`src/rtl/fifo_top_module.sv`:
```
// Single-clock FIFO with registered read data and pointer-decoded full/empty flags.
// Pointers carry one extra wrap bit so that full and empty can be told apart.
module fifo_top_module #(
  parameter int DATA_WIDTH = 4,
  parameter int DEPTH      = 8,
  parameter int ADDR_WIDTH = 3
) (
  input  logic                  i_clk,
  input  logic                  i_rst,
  input  logic                  i_wen,
  input  logic [DATA_WIDTH-1:0] data_in,
  output logic                  full_flag,
  input  logic                  i_ren,
  output logic [DATA_WIDTH-1:0] data_out,
  output logic                  empty_flag
);

  logic [DATA_WIDTH-1:0] mem [DEPTH];
  logic [ADDR_WIDTH:0]   wptr;
  logic [ADDR_WIDTH:0]   rptr;
  logic                  do_write;
  logic                  do_read;

  assign empty_flag = (wptr == rptr);
  assign full_flag  = (wptr[ADDR_WIDTH-1:0] == rptr[ADDR_WIDTH-1:0]) &&
                      (wptr[ADDR_WIDTH] != rptr[ADDR_WIDTH]);

  // Both requests are qualified against the flags as they stand before the edge.
  assign do_write = i_wen & ~full_flag;
  assign do_read  = i_ren & ~empty_flag;

  always_ff @(posedge i_clk) begin
    if (i_rst) begin
      wptr     <= '0;
      rptr     <= '0;
      data_out <= '0;
    end else begin
      if (do_write) begin
        wptr <= wptr + 1'b1;
      end
      if (do_read) begin
        data_out <= mem[rptr[ADDR_WIDTH-1:0]];
        rptr     <= rptr + 1'b1;
      end
    end
  end

  // Storage is not reset; contents are meaningless until written.
  always_ff @(posedge i_clk) begin
    if (!i_rst && do_write) begin
      mem[wptr[ADDR_WIDTH-1:0]] <= data_in;
    end
  end

endmodule

```
`config.mk`:
```
export PLATFORM = sky130hd
export DESIGN_NAME = fifo_top_module
export DESIGN_NICKNAME = d
export VERILOG_FILES = /design/src/rtl/fifo_top_module.sv
export SDC_FILE = /design/constraint.sdc
export NUM_CORES = 1
export LEC_CHECK = 0
export CAP_MARGIN = 20
export CORE_MARGIN = 3
export CORE_UTILIZATION = 45
export CTS_CLUSTER_DIAMETER = 30
export CTS_CLUSTER_SIZE = 40
export DETAILED_ROUTE_END_ITERATION = 6
export PLACE_DENSITY = 0.68
export RECOVER_POWER = 100
export SLEW_MARGIN = 20
export SYNTH_ARGS = -nofsm -noshare
export SYNTH_HDL_FRONTEND = slang
export SYNTH_SLANG_ARGS = --single-unit
export TNS_END_PERCENT = 20
```
`constraint.sdc`:
```
create_clock -name i_clk -period 1.85 [get_ports i_clk]
set_input_delay 0.185 -clock i_clk [delete_from_list [all_inputs] [get_ports i_clk]]
set_output_delay 0.185 -clock i_clk [all_outputs]
set_load 0.005 [all_outputs]
```
* After elaboration in Yosys (flattened, before gate mapping)
Memories as Yosys holds them, arrays and structs flattened. A register that Yosys moved wholly into a read port is not among the register bits.
Cells that the tools add are included.
** Word-level totals
- Input bits :: 8
- Output and inout bits :: 6
- Memory bits (writable) :: 32
- Memories :: 1
- Bits in registers :: 8
- Logic and storage cells :: 17
** Memories
- mem :: words 8, bits a word 4, read ports 1, clocked after memory_dff 1, wr ports 1, RTL line 18 : logic [DATA_WIDTH-1:0] mem [DEPTH];
** Operators by class
- Add/sub/neg operators :: 2
- Bitwise logic cells :: 4
- Equality and inequality tests :: 3
- Reductions and logical operators :: 3
- Muxes and demuxes :: 2
** Operators by type and width (number)
- $add A4 B1 Y4 const B :: 2
- $eq A4 B4 Y1 :: 1
- $eq A3 B3 Y1 :: 1
- $and A1 B1 Y1 :: 2
- $logic_and A1 B1 Y1 :: 2
- $mux W1 :: 2
- $not A1 Y1 :: 2
- $logic_not A1 Y1 :: 1
- $ne A1 B1 Y1 :: 1

* Depth between registers and ports, before layout
- Depth after elaboration :: 7
- Depth in mapped cells :: 6
- Depth with buffers taken out :: 4

* Worst setup path before layout
No wires, ideal clock.
- Path type :: reg-to-reg
- From :: register rptr[2]
- To :: memory mem[1][0], enable pin
- Library setup time :: 0.329 ns
- Arrival time :: 1.556 ns
- Data required time :: 1.521 ns
- Stages on the path, launching flop included :: 6
- Period minus slack after synthesis :: 1.885 ns
- Path buffers :: 1
- Path slack :: -0.035 ns
- Path through :: dfxtp_1 > xor2_1 > o41ai_1 > buf_2 > or3b_1 > nor2_1
** Between the ends
- Longest elaborated chain between the ends :: 7
** Ends and longest elaborated chain
- start, declared :: RTL line 20 : logic [ADDR_WIDTH:0] rptr;
- start signal, assigned :: RTL line 43 : rptr <= rptr + 1'b1;
- $eq A3 B3 Y1 :: RTL line 25 : assign full_flag = (wptr[ADDR_WIDTH-1:0] == rptr[ADDR_WIDTH-1:0]) &&
- $logic_and A1 B1 Y1 :: RTL line 25
- $not A1 Y1 :: RTL line 29 : assign do_write = i_wen & ~full_flag;
- $and A1 B1 Y1 :: RTL line 29
- $logic_and A1 B1 Y1 :: RTL line 50 : if (!i_rst && do_write) begin
- $mux W1 :: RTL line 50
- $mux W1 (not written as such) :: RTL line 51 : mem[wptr[ADDR_WIDTH-1:0]] <= data_in;
- end, declared :: RTL line 18
Every way passes these cells.

* Worst setup path after layout
- From :: register wptr[3]
- To :: memory mem[1][1], enable pin
** Between the ends
- Longest elaborated chain between the ends :: 7
** Ends and longest elaborated chain
- start, declared :: RTL line 19 : logic [ADDR_WIDTH:0] wptr;
- start signal, assigned :: RTL line 39 : wptr <= wptr + 1'b1;
- $ne A1 B1 Y1 :: RTL line 26 : (wptr[ADDR_WIDTH] != rptr[ADDR_WIDTH]);
- $logic_and A1 B1 Y1 :: RTL line 25
- $not A1 Y1 :: RTL line 29
- $and A1 B1 Y1 :: RTL line 29
- $logic_and A1 B1 Y1 :: RTL line 50
- $mux W1 :: RTL line 50
- $mux W1 (not written as such) :: RTL line 51
Every way passes these cells.

==> out/results.ini <==
[run_status]
status=completed

[critical_path]
slowest_stage=dfxtp_1
path_buf_inv=2
r2r_cells=6
start_kind=flip-flop
r2r_start=wptr[3]
cp.required_ns=1.87
arrival_ns=1.82
cp_common_cell=buf_4
end_kind=flip-flop
critPathMaxFanout=7
r2r_slack_ns=0.05
crit_chain=xnor2_2 -> o41ai_1 -> buf_4 -> or3b_1 -> nor2_2 -> buf_4
crit_family=simple AND/OR/NAND/NOR gates
max_stage_delay_ns=0.44
r2r_end=mem[1][1]
criticalPathCategory=reg2reg

[global_routing]
grt_max_degree=15
gr-total-overflow=0
grt_pass1_wl_um=5690
grt_pass1_vias=1135
grtUsageTotal_pct=15.3
antenna_found_initial=0

[timing]
timing.fmax_mhz=555
finalCriticalPeriod_ns=1.80
setup_viol=0
worstMarginPinSlew_ns=0.446
hold_viol=0
skew_ns=0.00896
slew_headroom_pct=70.2
report.final.slew_viol_count=0
fin_crit_sh_pct=97.3

[detailed_routing]
wl_per_cell_um=16.8
vias=1075
drc=0
totalWireLength_um=3370
antenna_left=0
avgViaCountPerCell=5.35
drtIter0Drc=40
first_pass_iters=4

[final_layout]
stdcell_count=201
area_growth_pct=23.2
layout_commonest_cell=edfxtp_1
drive_above_1_share_pct=35.9
mostFrequentLayoutCells=32 x edfxtp_1, 13 x buf_4, 12 x nor2_1, 8 x mux4_2, 8 x dlygate4sd3_1
diodes=0
fin_nets=162

[synthesis]
synth_adder_area_share_pct=1.33
synthMuxAreaShare_pct=15.7
synth_nets=130
syn_inst=120
synth-xor-area-share_pct=4.07
ys_seq_elements=44
syn_area_per_cell_um2=15.6
synthesis.area_um2=1880
synth-compound-area-share_pct=3.53
synthSimpleGateAreaFrac_pct=8.13
yosysSeqAreaShare_pct=64.0
ys_types=28
synth_top_family_by_area=multiplexers
yosys_warnings=0

[clocking]
htreeDepth=2
clock_sinks=44
hold_buffers=0
clkTransAtPathRegs_ns=0.09
cts_tree=built
clockBufferDepth=2
cts_buffers=5
clock_latency_ns=0.30
post_cts_buffers=0
cts_root_buf=clkbuf_8

[placement]
dpl.hpwl_um=2430
dp_cells=193
io_buffers=13
gp_congestion=0.784

[floorplan]
io_pins=14
dieArea_um2=4980
fp-row-count=22
chipHeight_um=70.6
die_w_um=70.6
initial_utilization_pct=49.1
core_um2=3830

[pwr]
p_leak_nw=0.833
power_density_nw_per_um2=966
vdd_drop_max_v=0.000473
fin_total_pwr_mw=2.23

[min_path]
min_from=data_out[2]
hold_depth=2
hold_path_class=reg2reg
holdPathEnd=data_out[2]

[job]
drv_cap=0

## synth_stat cells (all sizes together)
library cell | n | area [um^2]
mux4 | 8 | 180
edfxtp | 32 | 961
ha | 2 | 25.0
o41ai | 2 | 36.3
nor3 | 2 | 10.0
nand2 | 1 | 3.75
clkbuf | 1 | 3.75
or3b | 1 | 8.76
or2 | 3 | 18.8
mux2i | 7 | 70.1
nor2 | 13 | 48.8
inv | 3 | 11.3
nand2b | 1 | 6.26
or3 | 3 | 21.3
buf | 6 | 45.0
nor4 | 4 | 25.0
nand3 | 2 | 10.0
o21ai | 3 | 15.0
dfxtp | 12 | 240
mux2 | 4 | 45.0
a21oi | 3 | 15.0
xor2 | 6 | 67.6
xnor2 | 1 | 8.76
## sequential cells by signal, summed over array words and instances, names as in the netlist
name / count
rptr: 4
data_out: 4
wptr: 4
mem: 32
## where the power goes
part	total [mW]	internal [mW]	switching [mW]
registers	1.13	1.10	0.0327
logic	0.373	0.202	0.171
clock network	0.729	0.400	0.329
total	2.23	1.70	0.532
## stage by stage
stage               setup TNS (ns)  hold WS (ns)  worst slack (ns)  cell area [um^2]  utilization (%)
floorplan                   -0.181         0.254           -0.0199              1880                -
global placement                 0         0.475            0.0710              2170             56.7
detailed placement               0         0.503            0.0349              2170             56.7
CTS                         -0.116         0.522           -0.0301              2280             59.7
global route              -0.00534         0.550          -0.00181              2310             60.4
finish                           0         0.509            0.0492              2310             60.4
## routing by layer
layer	vias to the layer above	GRT usage [%]	part of all wire, %
met2	16	25.4	50
met4	0	6.05	1.6
met5	-	0	0
met1	537	18.3	44
met3	8	5.26	3.7
li1	514	-	-
## timing repair
item	4_1_cts	5_1_grt
gates resized for setup	5	15
hold endpoints to repair	0	0
pin swaps	1	2
setup endpoints to repair	6	10
## worst max-delay path by stage
stage | start | to | depth (start not counted) | slack [ns]
4_1_cts | wptr[0] | mem[1][1] | 6 | -0.03
3_5_place_dp | rptr[1] | empty_flag | 4 | 0.03
2_1_floorplan | wptr[0] | mem[1][0] | 6 | -0.02
5_1_grt | wptr[3] | mem[5][2] | 6 | -0.002
6_report | wptr[3] | mem[1][1] | 6 | 0.05
3_3_place_gp | rptr[0] | mem[1][3] | 6 | 0.07
## final cells by class
class / count / area [um^2]
clock buffers: 5 / 68.8
clock inverters: 3 / 42.5
inverters: 3 / 11.3
well taps: 48 / 60.1
repair buffers: 32 / 250
fillers: 290 / 1510
flip-flops and latches: 44 / 1220
multi-input cells: 66 / 661
## cell families after synthesis
group | count (synthesis)
DFF | 44
and+or+nand+nor | 30
muxes | 19
buffers and inverters | 10
AOI/OAI and AO/OA | 8
xor gates and xnor gates | 7
adders and majority gates | 2
## worst reg2reg max path, stage by stage, from the launching register on
cell and delay, ns:
dfxtp_1 0.44, xnor2_2 0.15, o41ai_1 0.11, buf_4 0.16
or3b_1 0.40, nor2_2 0.11, buf_4 0.14
Power figures use the tool's default switching activity.
